## src/rtl/upcnt_main_if.sv

```systemverilog
// ---------------------------------------------------------------------------
// upcnt_main_if
// Purpose: groups the control and status signals of the 4-bit programmable
//          up-counter so that producer and counter share one bundle.
// Signals:
//   en      count enable (one increment per clock when high)
//   ld      synchronous load strobe, captures din into the count
//   din     [3:0] load value
//   term    [3:0] programmable terminal count
//   clr_ovf synchronous clear of the sticky wrap flag
//   q       [3:0] current count (registered)
//   co      carry-out, combinational: en & ~ld & (q == term)
//   ovf     sticky terminal-wrap flag (registered)
// Modports:
//   master  drives the controls and observes the status (bench or parent block)
//   slave   the counter itself
// ---------------------------------------------------------------------------
interface upcnt_main_if;
  logic       en;
  logic       ld;
  logic [3:0] din;
  logic [3:0] term;
  logic       clr_ovf;
  logic [3:0] q;
  logic       co;
  logic       ovf;

  modport master (
    output en, ld, din, term, clr_ovf,
    input  q, co, ovf
  );

  modport slave (
    input  en, ld, din, term, clr_ovf,
    output q, co, ovf
  );
endinterface

```

## src/rtl/upcnt_main.sv

```systemverilog
// ---------------------------------------------------------------------------
// upcnt_main
// Purpose: 4-bit up-counter with a programmable terminal count, a synchronous
//          load, a combinational carry-out and a sticky wrap flag.
// Ports:
//   clk  single clock; all state updates on the rising edge
//   rst  asynchronous, active-low reset (q = 0, ovf = 0 immediately)
//   bus  upcnt_main_if.slave: en, ld, din, term, clr_ovf in; q, co, ovf out
// Behaviour per clock: ld wins over en, en wins over hold. With en high the
// count wraps to 0 at q == term (co pulses, ovf sets); if term is below the
// current count the counter runs to 15 and rolls over naturally, which
// neither pulses co nor sets ovf.
// ---------------------------------------------------------------------------
module upcnt_main (
  input  logic        clk,
  input  logic        rst,
  upcnt_main_if.slave bus
);

  localparam int CNT_W = 4;

  logic [CNT_W-1:0] q_q;
  logic [CNT_W-1:0] q_d;
  logic             ovf_q;
  logic             ovf_d;
  logic             term_hit;
  logic             wrap;
  logic [CNT_W-1:0] q_inc;

  // Ripple-carry increment: bit i toggles when the carry-in and all lower
  // bits are 1. With cin = 0 the value passes through unchanged, so the same
  // chain covers both the counting and the holding case. 15 + 1 rolls over
  // to 0 on its own, giving the natural rollover without extra muxing.
  function automatic logic [CNT_W-1:0] ripple_inc(
    input logic [CNT_W-1:0] v,
    input logic             cin
  );
    logic             c;
    logic [CNT_W-1:0] r;
    c = cin;
    r = '0;
    for (int i = 0; i < CNT_W; i++) begin
      r[i] = v[i] ^ c;
      c    = c & v[i];
    end
    return r;
  endfunction

  always_comb begin
    term_hit = (q_q == bus.term);
    // A terminal wrap only happens on an enabled, non-load cycle.
    wrap     = bus.en & ~bus.ld & term_hit;
    q_inc    = ripple_inc(q_q, bus.en);

    q_d = q_inc;
    if (bus.ld) begin
      q_d = bus.din;
    end else if (wrap) begin
      q_d = '0;
    end

    // Set has priority over clear so a wrap coinciding with clr_ovf is kept.
    ovf_d = wrap | (ovf_q & ~bus.clr_ovf);
  end

  always_ff @(posedge clk or negedge rst) begin
    if (!rst) begin
      q_q   <= '0;
      ovf_q <= 1'b0;
    end else begin
      q_q   <= q_d;
      ovf_q <= ovf_d;
    end
  end

  assign bus.q   = q_q;
  assign bus.ovf = ovf_q;
  // The carry-out is the unregistered wrap condition; it follows q/en/ld/term
  // within the same cycle, including while rst is asserted.
  assign bus.co  = wrap;

endmodule

```

## src/flat_wrapper.sv

```systemverilog
// flat-port wrapper written by rule: the top's interface ports become plain ports
module upcnt_main_flat 
  (clk, rst, bus_en, bus_ld, bus_din, bus_term, bus_clr_ovf, bus_q, bus_co, bus_ovf);
  upcnt_main_if bus_i ();
  input  logic clk;
  input  logic rst;
  input wire logic [$bits(bus_i.en)-1:0] bus_en;
  input wire logic [$bits(bus_i.ld)-1:0] bus_ld;
  input wire logic [$bits(bus_i.din)-1:0] bus_din;
  input wire logic [$bits(bus_i.term)-1:0] bus_term;
  input wire logic [$bits(bus_i.clr_ovf)-1:0] bus_clr_ovf;
  output wire logic [$bits(bus_i.q)-1:0] bus_q;
  output wire logic [$bits(bus_i.co)-1:0] bus_co;
  output wire logic [$bits(bus_i.ovf)-1:0] bus_ovf;
  assign bus_i.en = bus_en;
  assign bus_i.ld = bus_ld;
  assign bus_i.din = bus_din;
  assign bus_i.term = bus_term;
  assign bus_i.clr_ovf = bus_clr_ovf;
  assign bus_q = bus_i.q;
  assign bus_co = bus_i.co;
  assign bus_ovf = bus_i.ovf;
  upcnt_main u_core (.clk(clk), .rst(rst), .bus(bus_i));
endmodule
```

## config.mk

```make
export PLATFORM = sky130hd
export DESIGN_NAME = upcnt_main_flat
export DESIGN_NICKNAME = d
export VERILOG_FILES = /design/src/rtl/upcnt_main_if.sv /design/src/rtl/upcnt_main.sv /design/src/flat_wrapper.sv
export SDC_FILE = /design/constraint.sdc
export NUM_CORES = 1
export LEC_CHECK = 0
export ABC_AREA = 1
export ABC_CLOCK_PERIOD_IN_PS = 3400
export BUFFER_PORTS_ARGS = -buffer_cell sky130_fd_sc_hd__buf_2
export CAP_MARGIN = 10
export CORE_AREA = 5 5 42 44
export CTS_CLUSTER_SIZE = 30
export DETAILED_ROUTE_END_ITERATION = 8
export DIE_AREA = 0 0 47 49
export HOLD_SLACK_MARGIN = 0.03
export PLACE_DENSITY = 0.63
export RECOVER_POWER = 50
export SYNTH_ARGS = -nofsm -noshare
export SYNTH_HDL_FRONTEND = slang
export SYNTH_SLANG_ARGS = --single-unit
```

## constraint.sdc

```tcl
create_clock -name clk -period 3.4 [get_ports clk]
set_input_delay 0 -clock clk [delete_from_list [all_inputs] [get_ports clk]]
set_output_delay 0 -clock clk [all_outputs]
set_load 0.05 [all_outputs]
```

# Yosys cells after proc, flatten, opt, wreduce, memory -nomap -nowiden
# Index checks and enable logic that the tools add are counted.
# Widths: inputs -> output; s select.
# word_totals
reg_bits	5
input_bits	13
word_cells	18
# classes
n_eq_ne	1
n_mux	2
bitwise	13
# op_table
op	count
$mux 4	2
$and 1x1->1	6
$eq 4x4->1	1
$xor 1x1->1	4
$not 1->1	2
$or 1x1->1	1

# Longest topological paths before layout
# Gate-level depths: netlist (run 1).
# depth
word_depth	6
depth_mapped	7

# Worst setup path before layout (run 1)
# Ideal clock, no wire load.
# synth_timing
path_kind	reg2reg
startpoint	reg u_core.q_q[0] (netlist: u_core.bus.q[0])
endpoint	reg u_core.q_q[3] (netlist: u_core.bus.q[3])
t_arrival_ns	1.466
t_required_ns	3.283
slack_ns	1.818
path_stages_with_launch	8
path_buffers	0
synth_period_minus_slack_ns	1.582
cell_sequence	dfrtp_1 > ha_1 > ha_1 > ha_1 > xnor2_1 > nor2_1 > nand2_1 > nand2_1
# synth_via
elab_chain_len	6
word_cells_on_any_way	8
# synth_lines
item	line_no	source
start: declaration	upcnt_main.sv:22	logic [CNT_W-1:0] q_q;
start signal: assignment	upcnt_main.sv:71	q_q <= q_d;
$and 1x1->1 (3 in a row)	upcnt_main.sv:44	c = c & v[i];
$xor 1x1->1	upcnt_main.sv:43	r[i] = v[i] ^ c;
$mux 4 *	upcnt_main.sv:58	end else if (wrap) begin
$mux 4 *	upcnt_main.sv:56	if (bus.ld) begin
net u_core.q_d[3]	upcnt_main.sv:23	logic [CNT_W-1:0] q_d;
# The timed path passes the listed nets; every way through them passes the cells marked *.

# Worst setup path after layout (run 1)
# Same ends and word-level chain as after synthesis.

==> results of run 1 <==
cell type report:
type                       count  area, um^2
sequential                     5       125.1
multi-input combinational     37       177.7
timing repair buffer          24       145.1
inverter                      12       45.04
clock buffer                   4       26.28
fill                         157       862.1
tap                           16       20.02
power by group:
group / leakage, nW / switching, mW / internal [mW]
logic: 0.258 / 0.0519 / 0.0267
clock network: 0.0150 / 0.0228 / 0.0443
registers: 0.0622 / 0.00664 / 0.0667
total: 0.335 / 0.0813 / 0.138
cell families (layout without fill, tap and decap cells):
family / Yosys count / in the layout / synth area share (%)
fa+ha+maj: 3 / 3 / 10.45
simple gates: 32 / 32 / 35.19
buf+inv: 13 / 40 / 15.68
xor+xnor: 1 / 1 / 2.439
compound gates: 1 / 1 / 1.392
flops: 5 / 5 / 34.84
per-layer routing:
layer / share of wire (%) / vias to the layer above
met4: 0 / 0
met2: 52 / 13
li1: - / 210
met1: 37 / 153
met3: 11 / 0
met5: 0 / -
state kept, by name, summed over array words and instances (netlist names):
signal / count
u_core.bus.ovf: 1
u_core.bus.q: 4
stage by stage:
step                      instances  total power, mW  utilization (%)  hold slack (ps)  setup WS (ps)
after detailed placement         88           0.1499            32.68           -176.6           2005
after global routing             98           0.2391            38.48            80.16           1846
after CTS                        98           0.2260            38.84            65.43           1987
after global placement           88           0.1492            32.68           -177.3           2057
after floorplan                  55           0.1291                -           -295.6           1818
final                            98           0.2190            38.48            74.73           2007
timing repair:
| item | CTS | global route |
|---|---|---|
| hold buffers | 6 | 0 |
| buffers inserted | 0 | 0 |
| endpoints found under the hold margin | 10 | 0 |
cell usage in the layout (no fill, tap or decap):
cell	Yosys	final
nor2_1	9	9
inv_2	1	1
o21ai_0	1	1
dfrtp_1	5	5
inv_1	11	11
xnor2_1	1	1
buf_2	0	14
nand3_2	1	1
ha_1	3	3
dlygate4sd3_1	0	6
clkbuf_4	0	3
nand2_1	22	22
clkbuf_1	0	5
tightest hold or removal path: cells and delay by family:
family | cells | cell delay, ps
AND/OR/NAND/NOR | 2 | 110
buffers and inverters | 1 | 160
final timing paths:
path	to	start	slack (ps)	cells past startpoint
min in group asynchronous	u_core.bus.q[3]$_DFF_PN0_	rst	150	2
worst min register to register	u_core.bus.ovf$_DFF_PN0_	u_core.bus.ovf$_DFF_PN0_	540	2
worst max-delay path	u_core.bus.q[3]$_DFF_PN0_	u_core.bus.q[0]$_DFF_PN0_	2010	7
worst min-delay path	u_core.bus.q[0]$_DFF_PN0_	bus_ld	70	3
max in group asynchronous	u_core.bus.q[0]$_DFF_PN0_	rst	3030	2
worst max register to register	u_core.bus.q[3]$_DFF_PN0_	u_core.bus.q[0]$_DFF_PN0_	2010	7
==> flow_summary.yaml, run 1 <==
routing:
  viasPerCell: 3.837
  drcViolationCount: 0
  first_pass_iters: 2
  wl_per_cell_um: 8.520
  drt_wl_total_um: 835
  vias: 376
  detail-route-antenna-nets: 0
  drtIter0Drc: 4
global_routing:
  grt_pass1_wl_mm: 1.421
  use_met1_pct: 10.22
  grt_pass1_vias: 378
  grt-ovfl-total: 0
  grtUsageMet3_pct: 1.476
  grt_use_met2_pct: 12.67
  grt_max_degree: 10
  antenna_found_initial: 0
  busiest_layer: "met2"
  grt.total_usage_pct: 8.551
sta:
  slew_headroom_pct: 60.22
  fin_tns_setup_ps: 0
  skew_ps: 2.179
  worst_pin_slew_ps: 599.3
  fmax_mhz: 717.9
  period_share_pct: 40.97
  hold_viol: 0
  finalCriticalPeriod_ps: 1393
  setup-violations-final: 0
  grt_setup_unrepaired: "no"
  slew_violations: 0
worst_setup_path:
  cpLargestDelayFamily: "adder cells"
  critical_path_class: "reg2reg"
  critPathMaxStageDelay_ps: 400
  worst_setup_path_end_kind: "flop"
  worstPathCellList: "ha_1 > ha_1 > ha_1 > xnor2_1 > nor2_1 > nand2_1 > nand2_1"
  critPathRequiredTime_ps: 3530
  crit_fanout: 4
  crit_path_start_kind: "flop"
  crit_buf_inv: 0
  cpMaxStageDelayCell: "dfrtp_1"
  crit_top_cell: "ha_1"
  critical_path_arrival_ps: 1520
worst_hold_path:
  hp-class: "in2reg"
clock_tree:
  clock_latency_ps: 240
  cts_made_buffers: 3
  cts_resized: 0
  cts_root_buffer: "clkbuf_4"
  cts.path.max_buffers: 2
  clk_pin_slew_ps: 40
  cts_tree: "built"
  clock_sinks: 5
  htreeDepth: 1
power:
  ir_drop_mv: 0.1861
  leakagePower_nw: 0.3348
  power_density_nw_per_um2: 406.1
placement:
  dp_hpwl_um: 657.6
  port_buffers: 18
  place_congestion: 0.7205
  dpl-instance-area_um2: 457.9
yosys:
  yosysTopAreaCellShare_pct: 34.84
  yosys.area.top_type: "dfrtp_1"
  synth_ff_type: "dfrtp_1"
  seq_area_frac_synth_pct: 34.84
  yosysWarnings: 0
  synth.avg_cell_area_um2: 6.529
  synthArstFlopShare_pct: 100.0
  synth_edf_count: 0
  synth_fp_nets: 71
  ys_seq_elements: 5
  mappedNetlistArea_um2: 359.1
  synth_cells: 55
  synth_area_leaders: "dfrtp_1 (35%), nand2_1 (23%), inv_1 (11%)"
  synth_commonest_cells: "nand2_1 (22), inv_1 (11), nor2_1 (9)"
  ys_types: 10
  synth.most_common_cell: "nand2_1"
job:
  drv_cap: 0
finish:
  diodes: 0
  drive_gt1_share_pct: 23.17
  layout.nets: 99
  design_area_um2: 539.3
  area_growth_pct: 50.17
die:
  core_area_um2: 1401
  die-area_um2: 2303
  dieHeight_um: 49
  num_rows: 14
  fp.dieW_um: 47
  start_util_pct: 25.62
  io_pins: 19
status:
  status: "finished clean"
(Power assumes the default switching activity.)
==> run 2: changes to the inputs <==
- ABC_AREA: 1 -> 0
- ABC_CLOCK_PERIOD_IN_PS: 3400 -> 1150
- PLACE_DENSITY: 0.63 -> 0.61
- clock period: 3.4 -> 1.15 ns (I/O delays scaled with it)
==> run 2 against run 1 <==
Net effect: the run now ends with setup timing left; critical endpoint is now bus_co; wire length decreased by 6.3%; worst hold slack lost 34 ps; largest power group unchanged; register-to-register slack lost 2200 ps; synthesized cell count decreased by 51%.
==> flow_summary.yaml, run 2 <==
status:
  status: "finished with violations"
  violations: "setup timing"
die:
  dieHeight_um: 49
  start_util_pct: 22.32
  num_rows: 14
  die-area_um2: 2303
  fp.dieW_um: 47
  io_pins: 19
  core_area_um2: 1401
sta:
  timing.final.ws_setup_ps: -185.6
  slew_violations: 0
  period_share_pct: 116.1
  setup-violations-final: 3
  finalCriticalPeriod_ps: 1336
  slew_headroom_pct: 81.03
  skew_ps: 0.9486
  hold_viol: 0
  worst_pin_slew_ps: 284.6
  grt_setup_unrepaired: "yes"
  fmax_mhz: 748.7
yosys:
  synth_ff_type: "dfrtp_1"
  synth_edf_count: 0
  synth_fp_nets: 43
  synth_commonest_cells: "dfrtp_1 (5), xor2_1 (5), a21oi_1 (4), mux2i_1 (4), ha_1 (3)"
  ys_seq_elements: 5
  synth_cells: 27
  mappedNetlistArea_um2: 312.8
  synth.avg_cell_area_um2: 11.59
  yosysTopAreaCellShare_pct: 40.00
  ys_types: 11
  synthArstFlopShare_pct: 100.0
  seq_area_frac_synth_pct: 40.00
  yosys.area.top_type: "dfrtp_1"
  synth_area_leaders: "dfrtp_1 (40%), xor2_1 (14%), mux2i_1 (13%)"
  yosysWarnings: 0
global_routing:
  antenna_found_initial: 0
  grt-ovfl-total: 0
  grt.total_usage_pct: 7.709
  grt_max_degree: 6
  grt_pass1_wl_mm: 1.269
  grt_pass1_vias: 316
routing:
  wl_per_cell_um: 11.17
  first_pass_iters: 2
  viasPerCell: 4.329
  drcViolationCount: 0
  drtIter0Drc: 4
  vias: 303
  drt_wl_total_um: 782
  detail-route-antenna-nets: 0
placement:
  dp_hpwl_um: 662
  place_congestion: 0.7538
  placed_cells_incl_taps: 64
  place_ws_ps: -182.7
  port_buffers: 18
worst_setup_path:
  crit_path_start_kind: "flop"
  worst_setup_path_end_kind: "output pin"
  crit_fanout: 2
  critical_path_arrival_ps: 1340
  critPathRequiredTime_ps: 1150
  critical_path_class: "reg2out"
clock_tree:
  cts_root_buffer: "clkbuf_4"
  cts_made_buffers: 3
  clock_sinks: 5
  clk_pin_slew_ps: 40
  htreeDepth: 1
  clock_latency_ps: 240
  cts_tree: "built"
  cts.path.max_buffers: 2
power:
  leakagePower_nw: 0.2686
  power_density_nw_per_um2: 1577
  ir_drop_mv: 0.7461
  p_total_uw: 872.0
finish:
  final_common_cell: "buf_2"
  area_growth_pct: 76.80
  diodes: 0
  final_cell_mix: "buf_2 (16), xor2_1 (5), buf_4 (5)"
  layout.cells.non_filler: 70
  drive_gt1_share_pct: 68.52
  layout.nets: 71
  largest_reg_flops: 4
job:
  drv_cap: 0
worst_hold_path:
  hp-class: "in2reg"
[run 2: metal layers]
layer  global-route usage [%]  wire, um
met1                    9.131       321
met2                    11.31       393
met3                    2.214        51
met4                    5.530        15
met5                        0         0
[run 2: per-stage QoR]
step	setup TNS [ps]	util [%]	instance area [um^2]	hold slack (ps)
5_1_grt	-871.7	39.46	553.0	37.51
3_3_place_gp	-355.6	35.18	493.0	-181.3
4_1_cts	-496.8	39.02	546.8	40.30
2_1_floorplan	-938.5	-	357.8	-295.6
3_5_place_dp	-424.5	35.18	493.0	-177.1
6_report	-437.9	39.46	553.0	40.26
[run 2: logic make-up (layout without fill, tap and decap cells)]
group                      count (synthesis)  count (layout)  synth area share, %
DFF                                        5               5                40.00
xor gates and xnor gates                   5               5                14.00
AOI/OAI and AO/OA                          5               5                9.201
and+or+nand+nor                            3               3                9.201
muxes                                      4               4                12.80
adders and majority gates                  3               3                12.00
buffers and inverters                      2              29                2.797
[run 2: path summary, 6_finish.rpt]
check	startpoint	to	slack [ps]	depth (start not counted)
setup / recovery	u_core.bus.q[2]$_DFF_PN0_	bus_co	-190	4
hold / removal	bus_din[2]	u_core.bus.q[2]$_DFF_PN0_	40	3
setup reg to reg	u_core.bus.q[0]$_DFF_PN0_	u_core.bus.q[3]$_DFF_PN0_	-170	6
hold reg to reg	u_core.bus.ovf$_DFF_PN0_	u_core.bus.ovf$_DFF_PN0_	520	1
max in group asynchronous	rst	u_core.bus.q[1]$_DFF_PN0_	760	2
min in group asynchronous	rst	u_core.bus.ovf$_DFF_PN0_	150	2
[run 2: area by class of cell]
class | count | area, um^2
multi-input combinational | 20 | 226.5
fill | 156 | 848.3
sequential | 5 | 130.1
timing repair buffer | 24 | 146.4
clock buffer | 4 | 26.28
inverter | 1 | 3.754
tap | 16 | 20.02
[run 2: worst max-delay path: stages (launching register included)]
cell and delay [ps]:
dfrtp_2 400, xor2_1 150, nor3_2 220, and2_4 180
buf_8 140
[run 2: what timing repair did]
item,in CTS,in global routing
endpoints found under the setup margin,6,6
setup buffers,2,0
pin swaps,5,1
hold buffers,1,0
gates resized for setup,3,2
endpoints found under the hold margin,5,0
[run 2: where the power goes]
part	internal, mW	switching, mW
combinational	0.168	0.257
sequential	0.216	0.0259
clock	0.131	0.0737
total	0.515	0.357
